$ cat src/rtl/iaoq_pkg.sv
// Shared types and helpers for the instruction address offset queue.
// Holds the Q-bit state encoding and the interruption vector arithmetic.
// No logic of its own; imported by iaoq_unit.
package iaoq_pkg;

  // Q-bit: ON means interruption state is collected into the shadows.
  typedef enum logic {
    Q_ON  = 1'b0,
    Q_OFF = 1'b1
  } q_state_e;

  // Each vector entry is 32 bytes apart.
  localparam int IVA_STRIDE_SH = 5;

  // Wide enough for any practical address width; callers truncate.
  localparam int VEC_CALC_W = 64;

  // Vector address = base + code * 32 (modulo the caller's width).
  function automatic logic [VEC_CALC_W-1:0] iaoq_vector(
    input logic [VEC_CALC_W-1:0] base,
    input logic [VEC_CALC_W-1:0] code
  );
    return base + (code << IVA_STRIDE_SH);
  endfunction

endpackage

$ cat src/rtl/iaoq_reg.sv
// Generic WIDTH-bit register with load enable.
// Latency: 1 cycle from d to q when en is high.
// Backpressure: none; holds value while en is low.
module iaoq_reg #(
  parameter int               WIDTH   = 32,
  parameter logic [WIDTH-1:0] RST_VAL = '0
) (
  input  logic             clk,
  input  logic             rst,
  input  logic             en,
  input  logic [WIDTH-1:0] d,
  output logic [WIDTH-1:0] q
);

  // Load on enable; asynchronous reset to RST_VAL.
  always_ff @(posedge clk or posedge rst) begin
    if (rst) begin
      q <= RST_VAL;
    end else if (en) begin
      q <= d;
    end
  end

endmodule

$ cat src/rtl/iaoq_unit.sv
// PA-RISC instruction address offset queue (front/back) with interruption shadows.
// Latency: 1 cycle, all outputs registered; no input-to-output combinational path.
// Backpressure: stall freezes everything except a trap, which always vectors.
module iaoq_unit
  import iaoq_pkg::*;
#(
  parameter int               WIDTH     = 32,
  parameter int               INC       = 4,
  parameter logic [WIDTH-1:0] RST_FRONT = 32'h0,
  parameter logic [WIDTH-1:0] RST_BACK  = 32'h4,
  parameter logic [WIDTH-1:0] IVA_BASE  = 32'h0000_0800,
  parameter int               CODE_W    = 5
) (
  input  logic              clk,
  input  logic              reset,
  input  logic              stall,
  input  logic              br_taken,
  input  logic [WIDTH-1:0]  br_target,
  input  logic              trap,
  input  logic [CODE_W-1:0] trap_code,
  input  logic              rfi,
  output logic [WIDTH-1:0]  iaoq_front,
  output logic [WIDTH-1:0]  iaoq_back,
  output logic [WIDTH-1:0]  iiaoq_front,
  output logic [WIDTH-1:0]  iiaoq_back,
  output logic              q_on,
  output logic              double_trap
);

  // Every address loaded into the queue is word aligned.
  localparam logic [WIDTH-1:0] ALIGN_MASK = ~WIDTH'(3);

  logic [WIDTH-1:0] front_q, back_q, ifront_q, iback_q;
  logic [WIDTH-1:0] front_d, back_d, vec;
  logic             queue_en, shadow_en;
  logic             dtrap_q, dtrap_d;
  q_state_e         state_q, state_d;

  assign vec = WIDTH'(iaoq_vector(VEC_CALC_W'(IVA_BASE), VEC_CALC_W'(trap_code)));

  // Priority mux: trap > stall > rfi (Q_OFF only) > branch > sequential.
  always_comb begin
    front_d   = front_q;
    back_d    = back_q;
    state_d   = state_q;
    queue_en  = 1'b0;
    shadow_en = 1'b0;
    dtrap_d   = 1'b0;
    if (trap) begin
      queue_en = 1'b1;
      front_d  = vec;
      back_d   = vec + WIDTH'(INC);
      // Shadows are only captured while collection is enabled.
      if (state_q == Q_ON) begin
        shadow_en = 1'b1;
        state_d   = Q_OFF;
      end else begin
        dtrap_d = 1'b1;
      end
    end else if (!stall) begin
      queue_en = 1'b1;
      if (rfi && state_q == Q_OFF) begin
        front_d = ifront_q;
        back_d  = iback_q;
        state_d = Q_ON;
      end else if (br_taken) begin
        front_d = back_q;
        back_d  = br_target;
      end else begin
        front_d = back_q;
        back_d  = back_q + WIDTH'(INC);
      end
    end
    front_d = front_d & ALIGN_MASK;
    back_d  = back_d & ALIGN_MASK;
  end

  // Q-bit state and the one-cycle double-trap pulse.
  always_ff @(posedge clk or posedge reset) begin
    if (reset) begin
      state_q <= Q_ON;
      dtrap_q <= 1'b0;
    end else begin
      state_q <= state_d;
      dtrap_q <= dtrap_d;
    end
  end

  iaoq_reg #(.WIDTH(WIDTH), .RST_VAL(RST_FRONT)) u_front (
    .clk(clk), .rst(reset), .en(queue_en), .d(front_d), .q(front_q)
  );

  iaoq_reg #(.WIDTH(WIDTH), .RST_VAL(RST_BACK)) u_back (
    .clk(clk), .rst(reset), .en(queue_en), .d(back_d), .q(back_q)
  );

  iaoq_reg #(.WIDTH(WIDTH), .RST_VAL('0)) u_ifront (
    .clk(clk), .rst(reset), .en(shadow_en), .d(front_q), .q(ifront_q)
  );

  iaoq_reg #(.WIDTH(WIDTH), .RST_VAL('0)) u_iback (
    .clk(clk), .rst(reset), .en(shadow_en), .d(back_q), .q(iback_q)
  );

  assign iaoq_front  = front_q;
  assign iaoq_back   = back_q;
  assign iiaoq_front = ifront_q;
  assign iiaoq_back  = iback_q;
  assign q_on        = (state_q == Q_ON);
  assign double_trap = dtrap_q;

endmodule

$ cat config.mk
export PLATFORM = sky130hd
export DESIGN_NAME = iaoq_unit
export DESIGN_NICKNAME = d
export VERILOG_FILES = /design/src/rtl/iaoq_pkg.sv /design/src/rtl/iaoq_reg.sv /design/src/rtl/iaoq_unit.sv
export SDC_FILE = /design/constraint.sdc
export NUM_CORES = 1
export LEC_CHECK = 0
export BUFFER_PORTS_ARGS = -buffer_cell sky130_fd_sc_hd__buf_4
export CAP_MARGIN = 0
export CORE_MARGIN = 2
export CORE_UTILIZATION = 40
export CTS_BUF_LIST = sky130_fd_sc_hd__clkbuf_16
export DETAILED_ROUTE_END_ITERATION = 8
export PLACE_DENSITY = 0.74
export SYNTH_ARGS = -nofsm -noshare
export SYNTH_HDL_FRONTEND = slang
export SYNTH_SLANG_ARGS = --single-unit
$ cat constraint.sdc
create_clock -name clk -period 8.7 [get_ports clk]
set_input_delay 0.435 -clock clk [delete_from_list [all_inputs] [get_ports clk]]
set_output_delay 0.435 -clock clk [all_outputs]
set_load 0.02 [all_outputs]
==> summary.txt <==
Status
  • Status: completed

GRT
  • First-pass GRT wire length: 30300 um
  • Total global-route track usage: 23.3%
  • GR Overflow Total: 0
  • Initial antenna violation count: 0
  • Largest net degree at the start of global routing: 72
  • Vias in the first global route: 5574

Drt
  • Drt wl/cell: 18.7 um
  • Pre-Repair DR Iteration Count: 5
  • DR vias/cell: 5.63
  • Routed WL: 19300 um
  • Initial DRC count: 433
  • DRC errors left: 0
  • Post-DRT Antenna Nets: 0
  • Via count: 5811

Cells and area
  • Area growth from synthesis to layout: 30.6%
  • NumNets Final: 853
  • Filler Cell Count: 1435
  • # diodes: 0
  • Area of the multi-input gates: 2980 um^2
  • Share of cells above drive strength 1: 32.8%
  • Register area: 3050 um^2

Clock network
  • TritonCTS clock tree: built
  • Sink Count: 122
  • CTS root buf: clkbuf_16
  • Worst skew pair latency: 420 ps
  • Num CTS Buffers: 17
  • Clock transition at the registers of the reported paths: 60 ps
  • H-tree depth: 4
  • Resize count post-CTS: 0
  • Hold buffers post-CTS: 0
  • Clock buffer depth: 2
  • Setup bufs post-CTS: 0

Critical path
  • Crit start category: register
  • R2R cell count: 6
  • Reg2Reg Setup Slack: 6290 ps
  • Critical path fanouts, max: 9
  • Required time worst endpoint: 9000 ps
  • Critical R2R Launch: u_back.q[2]
  • FF-to-FF End: u_back.q[24]
  • Crit path arrival time: 2710 ps
  • Crit end category: register
  • Crit path kind: register to register

STA
  • Final Critical Period: 2410 ps
  • Slew HR: 38.0%
  • F_max: 415 MHz
  • Worst hold slack: 104 ps
  • RSZ-0062 raised after global routing: no
  • Final hold violation count: 0
  • Slew @ Worst Pin: 929 ps
  • Setup violators final: 0
  • Max Slew Vio Count: 0
  • Part of the cycle the worst path needs: 27.7%
  • Worst Skew: 5.62 ps
  • Setup TNS: 0 ps

Synthesis
  • Seq/Total Area, Yosys: 48.2%
  • Ys flop type: dfrtp_1
  • Post-synthesis area per instance: 9.37 um^2
  • Yosys reg bits: 122
  • Ys Warns: 0
  • Post-Syn Area: 6330 um^2
  • Distinct cell type count after synthesis: 65
  • Cells after Synth: 676
  • Asr flop ratio synth: 100%
  • Post-synth EDFFs: 0

Floorplanning
  • Core area: 15300 um^2
  • Die Width: 130 um
  • Io pins: 173
  • Die Area: 16900 um^2
  • Placement Rows: 45
  • Die height: 130 um
  • Starting Density: 41.4%

Power and ir drop
  • Lkg Pwr: 3.89 nW
  • Design Power: 1.83 mW
  • VDD IR max: 133 uV
  • PD cells: 221 nW/um^2

Worst hold path
  • HP Class: input port to asynchronous set/reset pin

Flow run
  • Max_cap viols: 0

Placement
  • Post-detail-place hpwl: 12400 um
  • GP Congestion: 0.815
  • Port bufs: 162
[layout make-up]
| type | count | area share, % |
|---|---|---|
| clock buffers | 17 | 5.14 |
| clock inverters | 15 | 2.78 |
| inverters | 16 | 0.756 |
| multi-input cells | 485 | 36.1 |
| flip-flops and latches | 122 | 36.9 |
| well taps | 211 | 3.19 |
| repair buffers | 167 | 15.2 |
[per-stage QoR]
step	instances	cell area (um^2)	util, %	worst slack (ps)
finish	1033	8270	54.0	6290
global route	1033	8270	54.0	6130
CTS	1033	8270	54.0	6290
detailed placement	1001	7620	49.7	6160
global placement	1001	7620	49.7	6200
floorplan	683	6360	-	5020
[layout by cell type, fill, tap and decap left out, types with 3 or more instances in the layout]
cell type and instances:
a21o_1 4, o21ai_0 36, a211oi_1 7, dfrtp_1 121, and3_1 5, a41oi_1 4
a31oi_1 7, bufinv_16 6, buf_4 167, inv_1 13, a21oi_1 93, nand2_1 111
o31ai_1 3, clkinv_2 3, nor4_1 3, inv_2 3, conb_1 8, nor4_4 4
o211ai_1 4, or3_1 6, nand3_1 18, mux2i_1 4, and4_1 3, nor3_1 6
nand4_1 11, mux2_2 51, o221ai_1 4, xnor2_1 5, clkbuf_16 17, nor2_1 42
[per-layer routing]
metal / vias up / share of wire, % / global-route usage, %
met5: - / 0 / 0
met4: 0 / 1.5 / 7.84
met3: 26 / 7.5 / 5.95
met2: 257 / 48 / 37.7
met1: 2859 / 43 / 30.5
li1: 2669 / - / -
[power by group]
part	switching (mW)	internal (mW)
Clock	0.261	0.532
Combinational	0.201	0.144
Sequential	0.0641	0.623
[worst max-delay path by stage]
stage / slack, ps / to / start
finish: 6290 / u_back.q[24] / u_back.q[2]
detailed placement: 6160 / u_back.q[26] / rfi
global placement: 6200 / u_back.q[26] / rfi
CTS: 6290 / u_back.q[26] / state_q
floorplan: 5020 / double_trap / reset
global route: 6130 / u_back.q[22] / u_back.q[2]
[kinds of logic (layout without fill, tap and decap cells)]
family,Yosys count,in the layout,share of synthesized area (%)
and+or+nand+nor,227,227,17.7
adders and majority gates,1,1,0.198
xor gates and xnor gates,6,6,0.830
buffers and inverters,76,215,5.27
AOI/OAI and AO/OA,188,188,18.0
muxes,55,55,9.70
other,1,8,0.0592
DFF,122,122,48.2
[Yosys cell counts (3+ instances only)]
library cell	instances	share of area [%]
or3_1	6	0.59
mux2_2	51	9.1
buf_4	8	0.95
inv_1	13	0.77
dfrtp_1	121	48
and3_1	5	0.49
a31oi_1	7	0.69
o211ai_1	4	0.47
nor4_1	3	0.30
nand2_1	113	6.7
xnor2_1	5	0.69
buf_2	15	1.2
nor2_1	42	2.5
nand4_1	11	1.1
nor3_1	6	0.47
and4_1	3	0.41
a21oi_1	93	7.3
o31ai_1	3	0.36
nor4_4	4	1.3
o21ai_0	36	2.8
a21o_1	4	0.47
a211oi_1	7	0.83
inv_2	3	0.18
clkbuf_1	26	1.5
mux2i_1	4	0.63
nand3_1	18	1.4
buf_1	11	0.65
a41oi_1	4	0.55
o221ai_1	4	0.55
[worst max-delay path, stage by stage, from the launching register on]
cell and delay, ps:
dfstp_2 620, ha_1 220, nand3_1 190, nor4_4 650, nand4_1 220, a21o_1 220, a22o_1 170
[flip-flops by register name, summed over array words and instances, names as in the netlist]
signal / count
u_back.q: 30
u_front.q: 30
u_iback.q: 30
u_ifront.q: 30
double_trap: 1
state_q: 1
No activity file was read; power rests on OpenSTA's default activity.
